[src/rtl/uart_tx_param.sv]
// uart_tx_param: parametrised UART transmitter behind a small input FIFO.
// Queued words are serialised back-to-back, LSB first. Each frame is a start bit (0),
// DATA_BITS data bits, an optional parity bit and STOP_BITS stop bits (1).
//
// Ports:
//   clk        in   system clock, rising edge
//   rst_n      in   asynchronous active-low reset
//   s_data     in   word to transmit
//   s_valid    in   s_data valid
//   s_ready    out  FIFO can accept (transfer on s_valid && s_ready)
//   tx         out  UART line, idle high, registered
//   busy       out  frame on the line or FIFO non-empty
//   tx_done    out  one-cycle pulse at the end of each frame
//   fifo_count out  current FIFO occupancy
module uart_tx_param #(
  parameter int unsigned CLK_FREQ   = 50000000,
  parameter int unsigned BAUD_RATE  = 115200,
  parameter int unsigned DATA_BITS  = 8,
  parameter int unsigned PARITY     = 0,
  parameter int unsigned STOP_BITS  = 1,
  parameter int unsigned FIFO_DEPTH = 4
) (
  input  logic                        clk,
  input  logic                        rst_n,
  input  logic [DATA_BITS-1:0]        s_data,
  input  logic                        s_valid,
  output logic                        s_ready,
  output logic                        tx,
  output logic                        busy,
  output logic                        tx_done,
  output logic [$clog2(FIFO_DEPTH):0] fifo_count
);

  localparam int unsigned CLKS_PER_BIT = CLK_FREQ / BAUD_RATE;
  localparam int unsigned CNT_W        = $clog2(CLKS_PER_BIT);
  localparam int unsigned PTR_W        = $clog2(FIFO_DEPTH);
  localparam int unsigned COUNT_W      = PTR_W + 1;
  localparam int unsigned BIT_W        = $clog2(DATA_BITS + 1);

  localparam logic [CNT_W-1:0]   CLK_LAST  = CNT_W'(CLKS_PER_BIT - 1);
  localparam logic [BIT_W-1:0]   DATA_LAST = BIT_W'(DATA_BITS - 1);
  localparam logic [BIT_W-1:0]   STOP_LAST = BIT_W'(STOP_BITS - 1);
  localparam logic [COUNT_W-1:0] DEPTH_L   = COUNT_W'(FIFO_DEPTH);

  if (CLKS_PER_BIT < 2 || DATA_BITS < 5 || DATA_BITS > 9 || PARITY > 2 ||
      STOP_BITS < 1 || STOP_BITS > 2 || FIFO_DEPTH < 2 ||
      (FIFO_DEPTH & (FIFO_DEPTH - 1)) != 0) begin : g_param_check
    $error("uart_tx_param: illegal parameter combination");
  end

  typedef enum logic [2:0] {StIdle, StStart, StData, StParity, StStop} state_e;

  // ---------------------------------------------------------------- input FIFO
  logic [DATA_BITS-1:0] r_mem [FIFO_DEPTH];
  logic [PTR_W-1:0]     r_wr_ptr, r_rd_ptr;
  logic [COUNT_W-1:0]   r_count;
  logic                 w_push, w_pop, w_fifo_nempty;

  assign s_ready       = (r_count < DEPTH_L);
  assign w_push        = s_valid && s_ready;
  assign w_fifo_nempty = (r_count != '0);
  assign fifo_count    = r_count;

  always_ff @(posedge clk) begin
    if (w_push) r_mem[r_wr_ptr] <= s_data;
  end

  always_ff @(posedge clk or negedge rst_n) begin
    if (!rst_n) begin
      r_wr_ptr <= '0;
      r_rd_ptr <= '0;
      r_count  <= '0;
    end else begin
      if (w_push) r_wr_ptr <= r_wr_ptr + PTR_W'(1);
      if (w_pop)  r_rd_ptr <= r_rd_ptr + PTR_W'(1);
      case ({w_push, w_pop})
        2'b10:   r_count <= r_count + COUNT_W'(1);
        2'b01:   r_count <= r_count - COUNT_W'(1);
        default: r_count <= r_count;
      endcase
    end
  end

  // ---------------------------------------------------------------- transmitter
  state_e               r_state, w_state_d;
  logic [CNT_W-1:0]     r_clk_cnt, w_clk_cnt_d;
  logic [BIT_W-1:0]     r_bit_cnt, w_bit_cnt_d;
  logic [DATA_BITS-1:0] r_shift, w_shift_d;
  logic                 r_parity, w_parity_d;
  logic                 r_tx, w_tx_d;
  logic                 r_done, w_done_d;
  logic                 w_bit_end, w_frame_end;

  assign w_bit_end   = (r_clk_cnt == CLK_LAST);
  assign w_frame_end = (r_state == StStop) && w_bit_end && (r_bit_cnt == STOP_LAST);
  // Popping at the last stop-bit edge lets the next start bit follow with no idle gap.
  assign w_pop       = w_fifo_nempty && ((r_state == StIdle) || w_frame_end);

  always_ff @(posedge clk or negedge rst_n) begin
    if (!rst_n) begin
      r_state   <= StIdle;
      r_clk_cnt <= '0;
      r_bit_cnt <= '0;
      r_shift   <= '0;
      r_parity  <= 1'b0;
      r_tx      <= 1'b1;
      r_done    <= 1'b0;
    end else begin
      r_state   <= w_state_d;
      r_clk_cnt <= w_clk_cnt_d;
      r_bit_cnt <= w_bit_cnt_d;
      r_shift   <= w_shift_d;
      r_parity  <= w_parity_d;
      r_tx      <= w_tx_d;
      r_done    <= w_done_d;
    end
  end

  always_comb begin
    w_state_d = r_state;
    case (r_state)
      StIdle:   if (w_fifo_nempty) w_state_d = StStart;
      StStart:  if (w_bit_end) w_state_d = StData;
      StData:   if (w_bit_end && (r_bit_cnt == DATA_LAST)) begin
                  w_state_d = (PARITY != 0) ? StParity : StStop;
                end
      StParity: if (w_bit_end) w_state_d = StStop;
      StStop:   if (w_frame_end) w_state_d = w_fifo_nempty ? StStart : StIdle;
      default:  w_state_d = StIdle;
    endcase
  end

  always_comb begin
    w_clk_cnt_d = r_clk_cnt + CNT_W'(1);
    w_bit_cnt_d = r_bit_cnt;
    w_shift_d   = r_shift;
    w_parity_d  = r_parity;
    w_done_d    = w_frame_end;

    if ((r_state == StIdle) || w_bit_end) w_clk_cnt_d = '0;
    if (w_bit_end && ((r_state == StData) || (r_state == StStop))) begin
      w_bit_cnt_d = r_bit_cnt + BIT_W'(1);
    end
    if (w_state_d != r_state) w_bit_cnt_d = '0;

    if (w_pop) begin
      w_shift_d  = r_mem[r_rd_ptr];
      w_parity_d = (^r_mem[r_rd_ptr]) ^ (PARITY == 1);
    end else if ((r_state == StData) && w_bit_end) begin
      w_shift_d = r_shift >> 1;
    end

    // Line level for the bit that starts on the coming edge.
    case (w_state_d)
      StStart:  w_tx_d = 1'b0;
      StData:   w_tx_d = w_shift_d[0];
      StParity: w_tx_d = r_parity;
      default:  w_tx_d = 1'b1;
    endcase
  end

  assign tx      = r_tx;
  assign tx_done = r_done;
  assign busy    = (r_state != StIdle) || w_fifo_nempty;

endmodule

[config.mk]
export PLATFORM = sky130hd
export DESIGN_NAME = uart_tx_param
export DESIGN_NICKNAME = d
export VERILOG_FILES = /design/src/rtl/uart_tx_param.sv
export SDC_FILE = /design/constraint.sdc
export NUM_CORES = 1
export LEC_CHECK = 0
export BUFFER_PORTS_ARGS = -buffer_cell sky130_fd_sc_hd__buf_2
export CORE_ASPECT_RATIO = 0.75
export CORE_UTILIZATION = 50
export DETAILED_ROUTE_END_ITERATION = 8
export PLACE_DENSITY = 0.69
export SYNTH_ARGS = -nofsm -noshare
export SYNTH_HDL_FRONTEND = slang
export SYNTH_SLANG_ARGS = --single-unit
export TNS_END_PERCENT = 10
[constraint.sdc]
create_clock -name clk -period 3.5 [get_ports clk]
set_input_delay 0.35 -clock clk [delete_from_list [all_inputs] [get_ports clk]]
set_output_delay 0.35 -clock clk [all_outputs]
set_load 0.02 [all_outputs]
; ---- Word level (Yosys, flattened, before mapping)
; Memories as Yosys holds them, arrays and structs flattened.
; Index checks and enable logic that the tools add are counted.
[word_totals]
register_bits = 34
latch_bits = 0
ram_bits = 32
rom_bits = 0
inputBits = 11
out_inout_bits = 7
mem_count = 1
[memory_table]
columns = memory, words, width, rd, rd_clocked_by_memory_dff, write_ports, line_no
row1 = r_mem, 4, 8, 1, 0, 1, 54  ; logic [DATA_BITS-1:0] r_mem [FIFO_DEPTH];
[op_classes]
addsub = 6
n_mul = 0
n_div = 0
n_lt_le_gt_ge = 1
eq_ne = 12
n_shift = 0
muxes = 16
bitwise_logic = 0
reduce_logical = 19
[ops]
columns = cell, n
row1 = 2-to-1 mux 8 bit, 2
row2 = 2-to-1 mux 3 bit, 5
row3 = case mux 3 bit (5 select lines), 1
row4 = == test 3 x 2 -> 1 bit (second input constant), 4
row5 = adder 9 x 1 -> 9 bit (second input constant), 1
row6 = == test 9 bit (second input constant), 1
row7 = 2-to-1 mux 9 bit, 1
row8 = 2-to-1 mux 4 bit, 2
row9 = XOR reduction 8 bit, 1
row10 = logical AND 1 bit, 7
row11 = == test 3 x 1 -> 1 bit (second input constant), 2
row12 = case mux 3 bit (2 select lines), 1
row13 = nonzero test 2 bit, 3
row14 = nonzero test 3 bit, 2
row15 = adder 2 x 1 -> 2 bit (second input constant), 2
row16 = adder 4 x 1 -> 4 bit (second input constant), 1
row17 = == test 4 x 3 -> 1 bit (second input constant), 1
row18 = logical NOT 4 bit, 1
row19 = logical OR 1 bit, 4
row20 = adder 3 x 1 -> 3 bit (second input constant), 1
row21 = == test 3 bit (second input constant), 1
row22 = logical NOT 3 bit, 1
row23 = less-than comparator 3 bit (second input constant), 1
row24 = 2-to-1 mux 1 bit, 3
row25 = other kinds (5), 5

; ---- Longest topological paths before layout
; Gate-level depths: netlist of the first run.
[logic_depth]
depth_word = 7
mapped_depth = 12
mapped_depth_nobuf = 12

; ---- Least setup slack after synthesis of the first run
; No wires, ideal clock.
[synth_timing]
kind = register -> register
startpoint = register r_clk_cnt[3]
endpoint = register r_count[2], in the netlist fifo_count[2]
setup_ps = 80
arrival_time_ps = 2548
setup_slack_ps = 872
path_stages_with_launch = 11
n_path_buf = 0
period_less_slack_ps = 2628
path_cell_list = dfrtp_1 -> or4b_4 -> nor4_4 -> o21ai_2 -> inv_2 -> ha_1 -> inv_1 -> fa_1 -> xor2_1 -> nor2_1 -> xnor2_1
[synth_between]
elab_chain_len = 7
[synth_lines]
columns = item, line_no
row1 = "start, declared", 86  ; logic [CNT_W-1:0] r_clk_cnt, w_clk_cnt_d;
row2 = "start signal, assigned", 110  ; r_clk_cnt <= w_clk_cnt_d;
row3 = == test 9 bit *, 94  ; assign w_bit_end = (r_clk_cnt == CLK_LAST);
row4 = logical AND 1 bit * (2 in a row), 95  ; assign w_frame_end = (r_state == StStop) && w_bit_end && (r_bit_cnt == STOP_LAST);
row5 = logical OR 1 bit *, 97  ; assign w_pop = w_fifo_nempty && ((r_state == StIdle) || w_frame_end);
row6 = logical AND 1 bit *, 97
row7 = == test 2 x 1 -> 1 bit or == test 2 bit (tied branches), 76  ; case ({w_push, w_pop})
row8 = case mux 3 bit (2 select lines) or nonzero test 2 bit (tied branches), --
row9 = "end signal, assigned", 77  ; 2'b10: r_count <= r_count + COUNT_W'(1);
row10 = "end signal, assigned", 78  ; 2'b01: r_count <= r_count - COUNT_W'(1);
row11 = "end signal, assigned", 79  ; default: r_count <= r_count;
row12 = "end, declared", 56  ; logic [COUNT_W-1:0] r_count;
; Mark *: on every way between the ends. The rest lies on a longest branch, timed or not.
; A chain may end at the register's enable or synchronous reset.

; ---- Final worst setup path of the first run
[layout_timing]
startpoint = register r_clk_cnt[2]
endpoint = register r_count[2], in the netlist fifo_count[2]
; The elaborated chain is that of the path after synthesis.

==> out/metrics.sh, run 1 <==
SYN2LAYOUT_AREA_GROWTH_PCT=11.76
ROUTE.DETAILED.DRC=0
DRTPASS1ITERATIONS=4
CTS_TREE='yes'
WORST-PATH-BUF-INV=2
IR_DROP_V=0.0003880
FINALCRITICALPERIOD_NS=2.993
YOSYS_REGISTER_BITS=66
WORST_SETUP_HOLD_PATH_CLK_SLEW_NS=0.08
YOSYS-TOP-CELLS-AREA='sky130_fd_sc_hd__edfxtp_1, sky130_fd_sc_hd__dfrtp_1, sky130_fd_sc_hd__mux4_2'
DRV.MAX_CAP_VIOLATION_COUNT=0
CORE-AREA_UM2=5826
GRT-OVFL-TOTAL=0
LAYOUT-DRIVE-GT1-SHARE_PCT=19.76
BIGGEST_AREA_CONSUMER_AMONG_SYNTHESIZED_CELLS='sky130_fd_sc_hd__edfxtp_1'
SYNTH-ASYNC-RESET-RATIO_PCT=51.52
GRT_FIRST_PASS_WIRELENGTH_MM=8.176
CTS_HOLD_BUFFERS=0
DRT-INITIAL-DRC-COUNT=50
DIE_Y_UM=69.33
DRT-WIRELENGTH-PER-CELL_UM=15.06
PWR_DENS_nW_PER_UM2=754.3
HOLD_VIOLATIONS=0
TIMING.CLOCK.SKEW_NS=0.008428
CHIPWIDTH_UM=91.77
CP_MAX_STAGE_CELL='sky130_fd_sc_hd__or4b_4'
WORST-ENDPOINT-REQUIRED_NS=3.77
SETUP_WS_NS=0.5073
SETUP_TOTAL_NEGATIVE_SLACK_NS=0
GP_ROUTABILITY_CONGESTION=0.8179
POST_CTS_RESIZE_COUNT=0
HOLDWS_NS=0.07272
SYNTH.AVG_CELL_AREA_UM2=13.31
CRITPATHLAUNCHTYPE='flop'
NUM_VIAS=1735
MAPPEDNETLISTNETS=248
PIN_COUNT_OF_THE_BIGGEST_NET_ENTERING_GLOBAL_ROUTING=35
RELSLEWSLACK_PCT=31.56
SYNTH.YOSYS.SEQ_AREA_SHARE_PCT=60.00
WORST_HOLD_PATH_TYPE='input pin to async pin'
CPPEAKSTAGEDELAY_NS=0.61
POST_SYNTH_INST_COUNT=227
CRITPATHKIND='flop to flop'
SYNTHFLOPTYPE='sky130_fd_sc_hd__dfrtp_1'
SYNTHESIS.YOSYS.WARNINGS=0
CLOCK_LATENCY_AT_THE_LATER_PIN_OF_THE_WORST_SKEW_PAIR_NS=0.34
CLKSINKCOUNT=66
SYNTH.TOP_CELL.AREA_SHARE_PCT=31.80
CLOCK_TREE.HTREE_LEVEL_COUNT=3
POST_CTS_BUFFERS=0
NUM-NETS-FINAL=269
WORSTMARGINPINSLEW_NS=1.018
ANT_NETS=0
GLOBAL_ROUTE.USAGE.TOTAL_PCT=17.60
INITIAL_CORE_UTIL_PCT=51.87
DIODES=0
CRITICAL_PATH.TOP_DELAY_FAMILY='simple AND/OR/NAND/NOR gates'
DESIGN.PORTCOUNT=18
VIA_PER_INST=5.242
PLACE_WS_NS=0.5236
COUNT_OF_STANDARD_CELL_ROWS=24
GRT_ANTENNA_BEFORE_REPAIR=0
SYNTHDISTINCTLIBCELLS=45
DESIGN.DIE.AREA_UM2=6362
GRT_PASS1_VIAS=1630
PLACEDINSTANCEAREA_UM2=3177
SETUP-VIOLATIONS-FINAL=0
UTILIZATION_PCT=57.97
CRIT_PATH_MAX_FANOUT=18
FIN_CRIT_SH_PCT=85.51
TIMING_MAX_TRANSITION_VIOLATIONS_FINAL=0
POST_LAYOUT_INSTANCE_AREA_UM2=3377
CTS-BUFFERS-INSERTED=9
STATUS='finished clean'
CRIT_CHAIN='or4b_4 -> nor4_4 -> o21ai_2 -> inv_2 -> ha_1 -> inv_1 -> fa_1 -> xor2_1 -> nor2_1 -> xnor2_1'
CP_DATA_ARRIVAL_TIME_NS=3.27
TOTALWIRELENGTH_MM=4.984
IO_BUFFERS=17
CTS.PATH.MAX_BUFFERS=2
HPWL_MM=3.355
CRITICAL_PATH.ENDPOINT_TYPE='flop'
NETLIST_AREA_UM2=3022
SETUP_REPAIR_AFTER_GLOBAL_ROUTING_MISSED_ITS_MARGIN='false'
SYNTH_ENABLE_FLOP_CELLS=32
ACHIEVABLE-FREQUENCY_GHz=0.3341
STATIC-LEAKAGE-POWER_nW=1.296
CTS_ROOT_BUFFER='sky130_fd_sc_hd__clkbuf_8'
worst reg2reg max path: cells and delay by family (launching register included):
family	cells	cell delay [ns]
buf+inv	2	0.25
flops	1	0.45
simple gates	3	1.11
fa+ha+maj	2	0.57
xor+xnor	2	0.27
compound gates	1	0.27
logic make-up (layout without fill, tap and decap cells):
family	count (synthesis)	in the layout	synth area share, %
simple gates	72	72	12.96
flops	66	66	60.00
xor+xnor	23	23	6.667
buf+inv	22	48	2.774
compound gates	19	19	4.763
mux	15	15	8.447
fa+ha+maj	10	10	4.389
synthesized netlist by cell type, types with 2 or more instances:
| cell | instances |
|---|---|
| sky130_fd_sc_hd__xor2_1 | 5 |
| sky130_fd_sc_hd__dfrtp_1 | 33 |
| sky130_fd_sc_hd__nand3_1 | 4 |
| sky130_fd_sc_hd__nor4_4 | 2 |
| sky130_fd_sc_hd__nor3_1 | 3 |
| sky130_fd_sc_hd__nor2_1 | 29 |
| sky130_fd_sc_hd__mux4_2 | 8 |
| sky130_fd_sc_hd__ha_1 | 9 |
| sky130_fd_sc_hd__clkbuf_1 | 5 |
| sky130_fd_sc_hd__o32ai_1 | 2 |
| sky130_fd_sc_hd__inv_1 | 14 |
| sky130_fd_sc_hd__a21oi_1 | 6 |
| sky130_fd_sc_hd__nand2_1 | 11 |
| sky130_fd_sc_hd__edfxtp_1 | 32 |
| sky130_fd_sc_hd__and2_1 | 4 |
| sky130_fd_sc_hd__nand2b_1 | 2 |
| sky130_fd_sc_hd__nand3b_1 | 3 |
| sky130_fd_sc_hd__nand4_1 | 4 |
| sky130_fd_sc_hd__o21ai_1 | 2 |
| sky130_fd_sc_hd__xnor2_1 | 18 |
| sky130_fd_sc_hd__mux2i_1 | 6 |
| sky130_fd_sc_hd__o21ai_0 | 2 |
state kept, by name (all words and copies together) (netlist names):
signal / count
r_bit_cnt: 4
fifo_count: 3
r_clk_cnt: 9
r_mem: 32
r_rd_ptr: 2
tx_done: 1
r_shift: 8
r_parity: 1
tx: 1
r_wr_ptr: 2
r_state: 3
metal layers:
layer  track usage [%]  share of wire [%]  vias to the layer above  wire length [um]
li1                  -                  -                      846                 -
met1             25.49                 49                      838              2452
met2             24.39                 45                       44              2235
met3             6.250                4.9                        7               246
met4             6.771                1.0                        0                50
met5                 0                  0                        -                 0
layout by cell type (no fill, tap or decap), types with 3 or more instances in the layout:
master	n
sky130_fd_sc_hd__mux2i_1	6
sky130_fd_sc_hd__xor2_1	5
sky130_fd_sc_hd__buf_2	17
sky130_fd_sc_hd__nor3_1	3
sky130_fd_sc_hd__ha_1	9
sky130_fd_sc_hd__xnor2_1	18
sky130_fd_sc_hd__inv_1	14
sky130_fd_sc_hd__mux4_2	8
sky130_fd_sc_hd__clkbuf_8	9
sky130_fd_sc_hd__inv_6	3
sky130_fd_sc_hd__nand2_1	11
sky130_fd_sc_hd__edfxtp_1	32
sky130_fd_sc_hd__nand4_1	4
sky130_fd_sc_hd__nor2_1	29
sky130_fd_sc_hd__nand3_1	4
sky130_fd_sc_hd__and2_1	4
sky130_fd_sc_hd__a21oi_1	6
sky130_fd_sc_hd__nand3b_1	3
sky130_fd_sc_hd__dfrtp_1	33
path summary, 6_finish.rpt:
path                         startpoint            end  slack (ns)  cells after the start
min in group clk              s_data[0]    r_mem[3][0]        0.22                      1
max reg2reg                r_clk_cnt[2]  fifo_count[2]        0.51                     10
min reg2reg                  r_shift[3]     r_shift[2]        0.49                      2
max                        r_clk_cnt[2]  fifo_count[2]        0.51                     10
max in group asynchronous         rst_n    r_rd_ptr[1]        2.94                      1
min                               rst_n   r_bit_cnt[0]        0.07                      1
final cells by class:
class	count	area (um^2)
inverters	15	56.30
repair buffers	17	85.08
clock inverters	7	76.32
well taps	78	97.59
clock buffers	9	123.9
fillers	488	2449
multi-input cells	139	1125
flip-flops and latches	66	1813
per-stage QoR:
stage                     power [mW]  cells
after global routing           2.708    331
after detailed placement       1.923    315
final                          2.547    331
after floorplan                1.751    227
after CTS                      2.581    331
after global placement         1.907    315
report_power, final:
part | internal [mW] | total, mW | switching (mW)
clock | 0.335 | 0.648 | 0.314
sequential | 1.00 | 1.17 | 0.165
combinational | 0.369 | 0.733 | 0.364
No activity file was read; power rests on OpenSTA's default activity.
==> inputs of run 2 (changes only) <==
GPL_TIMING_DRIVEN = 0   (was not set)
==> out/metrics.sh, run 2 (synthesis results as in run 1) <==
STATUS='finished clean'
DESIGN.PORTCOUNT=18
HOLD_VIOLATIONS=0
CLOCK_LATENCY_AT_THE_LATER_PIN_OF_THE_WORST_SKEW_PAIR_NS=0.35
TIMING.REG2REG.WORST_PATH_DEPTH=10
FIN_CRIT_SH_PCT=84.53
DIODES=0
DRT-WIRELENGTH-PER-CELL_UM=14.84
NUM_VIAS=1729
CTS_ROOT_BUFFER='sky130_fd_sc_hd__clkbuf_8'
ACHIEVABLE-FREQUENCY_GHz=0.3380
IO_BUFFERS=17
GLOBAL_ROUTE.USAGE.TOTAL_PCT=18.24
DIE_Y_UM=69.33
SETUP_REPAIR_AFTER_GLOBAL_ROUTING_MISSED_ITS_MARGIN='false'
GROUTE.LAYER.MET2.USAGE_PCT=25.98
GRTUSAGEMET3_PCT=7.237
SETUP_TOTAL_NEGATIVE_SLACK_NS=0
LARGEST_REG_FLOPS=32
WORSTMARGINPINSLEW_NS=1.060
ANT_NETS=0
CRITPATHLAUNCHTYPE='flop'
GP_ROUTABILITY_CONGESTION=0.7968
SETUP_WS_NS=0.5413
WORST-PATH-BUF-INV=2
WORST_SETUP_HOLD_PATH_CLK_SLEW_NS=0.08
CP_DATA_ARRIVAL_TIME_NS=3.23
GRT_ANTENNA_BEFORE_REPAIR=0
COUNT_OF_STANDARD_CELL_ROWS=24
TIMING_MAX_TRANSITION_VIOLATIONS_FINAL=0
DRTPASS1ITERATIONS=4
CHIPWIDTH_UM=91.77
PLACEDCELLCOUNT=322
CRITICAL_PATH.ENDPOINT_TYPE='flop'
HPWL_MM=3.420
MULTIINPUTGATEAREA_UM2=1125
BIGGESTREGSBYFLOPS='r_mem (32), r_clk_cnt (9), r_shift (8)'
CTS_HOLD_BUFFERS=0
ROUTE.DETAILED.DRC=0
MET1_GRT_UTIL_PCT=25.17
TOTALWIRELENGTH_MM=5.016
GRT_FIRST_PASS_WIRELENGTH_MM=8.466
CP.DEPTH=10
CLOCK_TREE.HTREE_LEVEL_COUNT=3
DRV.MAX_CAP_VIOLATION_COUNT=0
INITIAL_CORE_UTIL_PCT=51.87
GRT-OVFL-TOTAL=0
FINALCRITICALPERIOD_NS=2.959
AREA.SEQUENTIAL_UM2=1813
SYN2LAYOUT_AREA_GROWTH_PCT=12.17
BUSIEST_LAYER='met2'
FINAL_COMMON_CELL='sky130_fd_sc_hd__dfrtp_1'
CORE-AREA_UM2=5826
NUM-NETS-FINAL=276
LAYOUT_COMMON_CELLS='sky130_fd_sc_hd__dfrtp_1, sky130_fd_sc_hd__edfxtp_1, sky130_fd_sc_hd__nor2_1'
SETUP-VIOLATIONS-FINAL=0
WORST_HOLD_PATH_TYPE='input pin to async pin'
IR_DROP_V=0.0004180
WORST-ENDPOINT-REQUIRED_NS=3.77
POST_CTS_RESIZE_COUNT=0
LAYOUT-DRIVE-GT1-SHARE_PCT=19.62
CRITPATHKIND='flop to flop'
CRIT_PATH_MAX_FANOUT=9
CRIT_CHAIN='or4b_4 -> nor4_4 -> o21ai_2 -> inv_2 -> ha_1 -> inv_1 -> fa_1 -> xor2_1 -> nor2_1 -> xnor2_1'
STATIC-LEAKAGE-POWER_nW=1.299
GRT_PASS1_VIAS=1727
CPPEAKSTAGEDELAY_NS=0.63
POST_LAYOUT_NONFILLER_INSTANCES=338
CRITICAL_PATH.TOP_DELAY_FAMILY='simple AND/OR/NAND/NOR gates'
CTS-BUFFERS-INSERTED=9
CTS_TREE='yes'
POST_CTS_BUFFERS=0
FINAL_LAYOUT_FILL_CELL_COUNT=503
CTS.PATH.MAX_BUFFERS=2
REGMOSTFLOPS='r_mem'
CLKSINKCOUNT=66
PLACE_WS_NS=0.5563
PIN_COUNT_OF_THE_BIGGEST_NET_ENTERING_GLOBAL_ROUTING=35
VIA_PER_INST=5.115
DRT-INITIAL-DRC-COUNT=64
PWR_DENS_nW_PER_UM2=742.8
RELSLEWSLACK_PCT=28.71
TIMING.CLOCK.SKEW_NS=0.007170
DESIGN.DIE.AREA_UM2=6362
CP_MAX_STAGE_CELL='sky130_fd_sc_hd__or4b_4'
-- run 2: path summary, 6_finish.rpt --
path	start	end	slack, ns
setup / recovery	r_clk_cnt[3]	fifo_count[2]	0.54
hold / removal	rst_n	tx_done	0.07
setup reg to reg	r_clk_cnt[3]	fifo_count[2]	0.54
hold reg to reg	r_shift[3]	r_shift[2]	0.50
max in group asynchronous	rst_n	r_clk_cnt[7]	2.93
min in group clk	s_data[3]	r_mem[1][3]	0.21
-- run 2: routing by layer --
metal	wire length, um	part of all wire (%)	up-vias
li1	-	-	862
met1	2539	51	837
met2	2210	44	22
met3	177	3.5	8
met4	87	1.7	0
met5	0	0	-
-- run 2: worst reg2reg max path: stages, from the launching register on --
cell	delay, ns
sky130_fd_sc_hd__dfrtp_1	0.45
sky130_fd_sc_hd__or4b_4	0.63
sky130_fd_sc_hd__nor4_4	0.39
sky130_fd_sc_hd__o21ai_2	0.21
sky130_fd_sc_hd__inv_2	0.17
sky130_fd_sc_hd__ha_1	0.21
sky130_fd_sc_hd__inv_1	0.07
sky130_fd_sc_hd__fa_1	0.38
sky130_fd_sc_hd__xor2_1	0.15
sky130_fd_sc_hd__nor2_1	0.11
sky130_fd_sc_hd__xnor2_1	0.13
-- run 2: area by class of cell --
type                       count  area share (%)
sequential                    66           53.49
multi-input combinational    139           33.19
clock buffer                   9           3.654
tap                           78           2.879
timing repair buffer          17           2.510
clock inverter                 7           1.809
inverter                      15           1.661
buffer                         7          0.8121
-- run 2: power by group --
| part | leakage [nW] | total (mW) | switching [mW] | internal (mW) |
|---|---|---|---|---|
| sequential | 0.711 | 1.12 | 0.114 | 1.00 |
| clock | 0.0888 | 0.598 | 0.328 | 0.270 |
| combinational | 0.500 | 0.804 | 0.427 | 0.378 |
| total | 1.30 | 2.52 | 0.869 | 1.65 |
-- run 2: through the flow --
| stage | hold slack (ns) | power, mW | cell area (um^2) | utilization (%) |
|---|---|---|---|---|
| after CTS | 0.09023 | 2.543 | 3390 | 58.18 |
| final | 0.07172 | 2.518 | 3390 | 58.18 |
| after detailed placement | 0.4834 | 1.941 | 3204 | 55.00 |
| after global placement | 0.4733 | 1.910 | 3204 | 55.00 |
| after global routing | 0.1154 | 2.689 | 3390 | 58.18 |
| after floorplan | 0.05441 | 1.751 | 3022 | - |
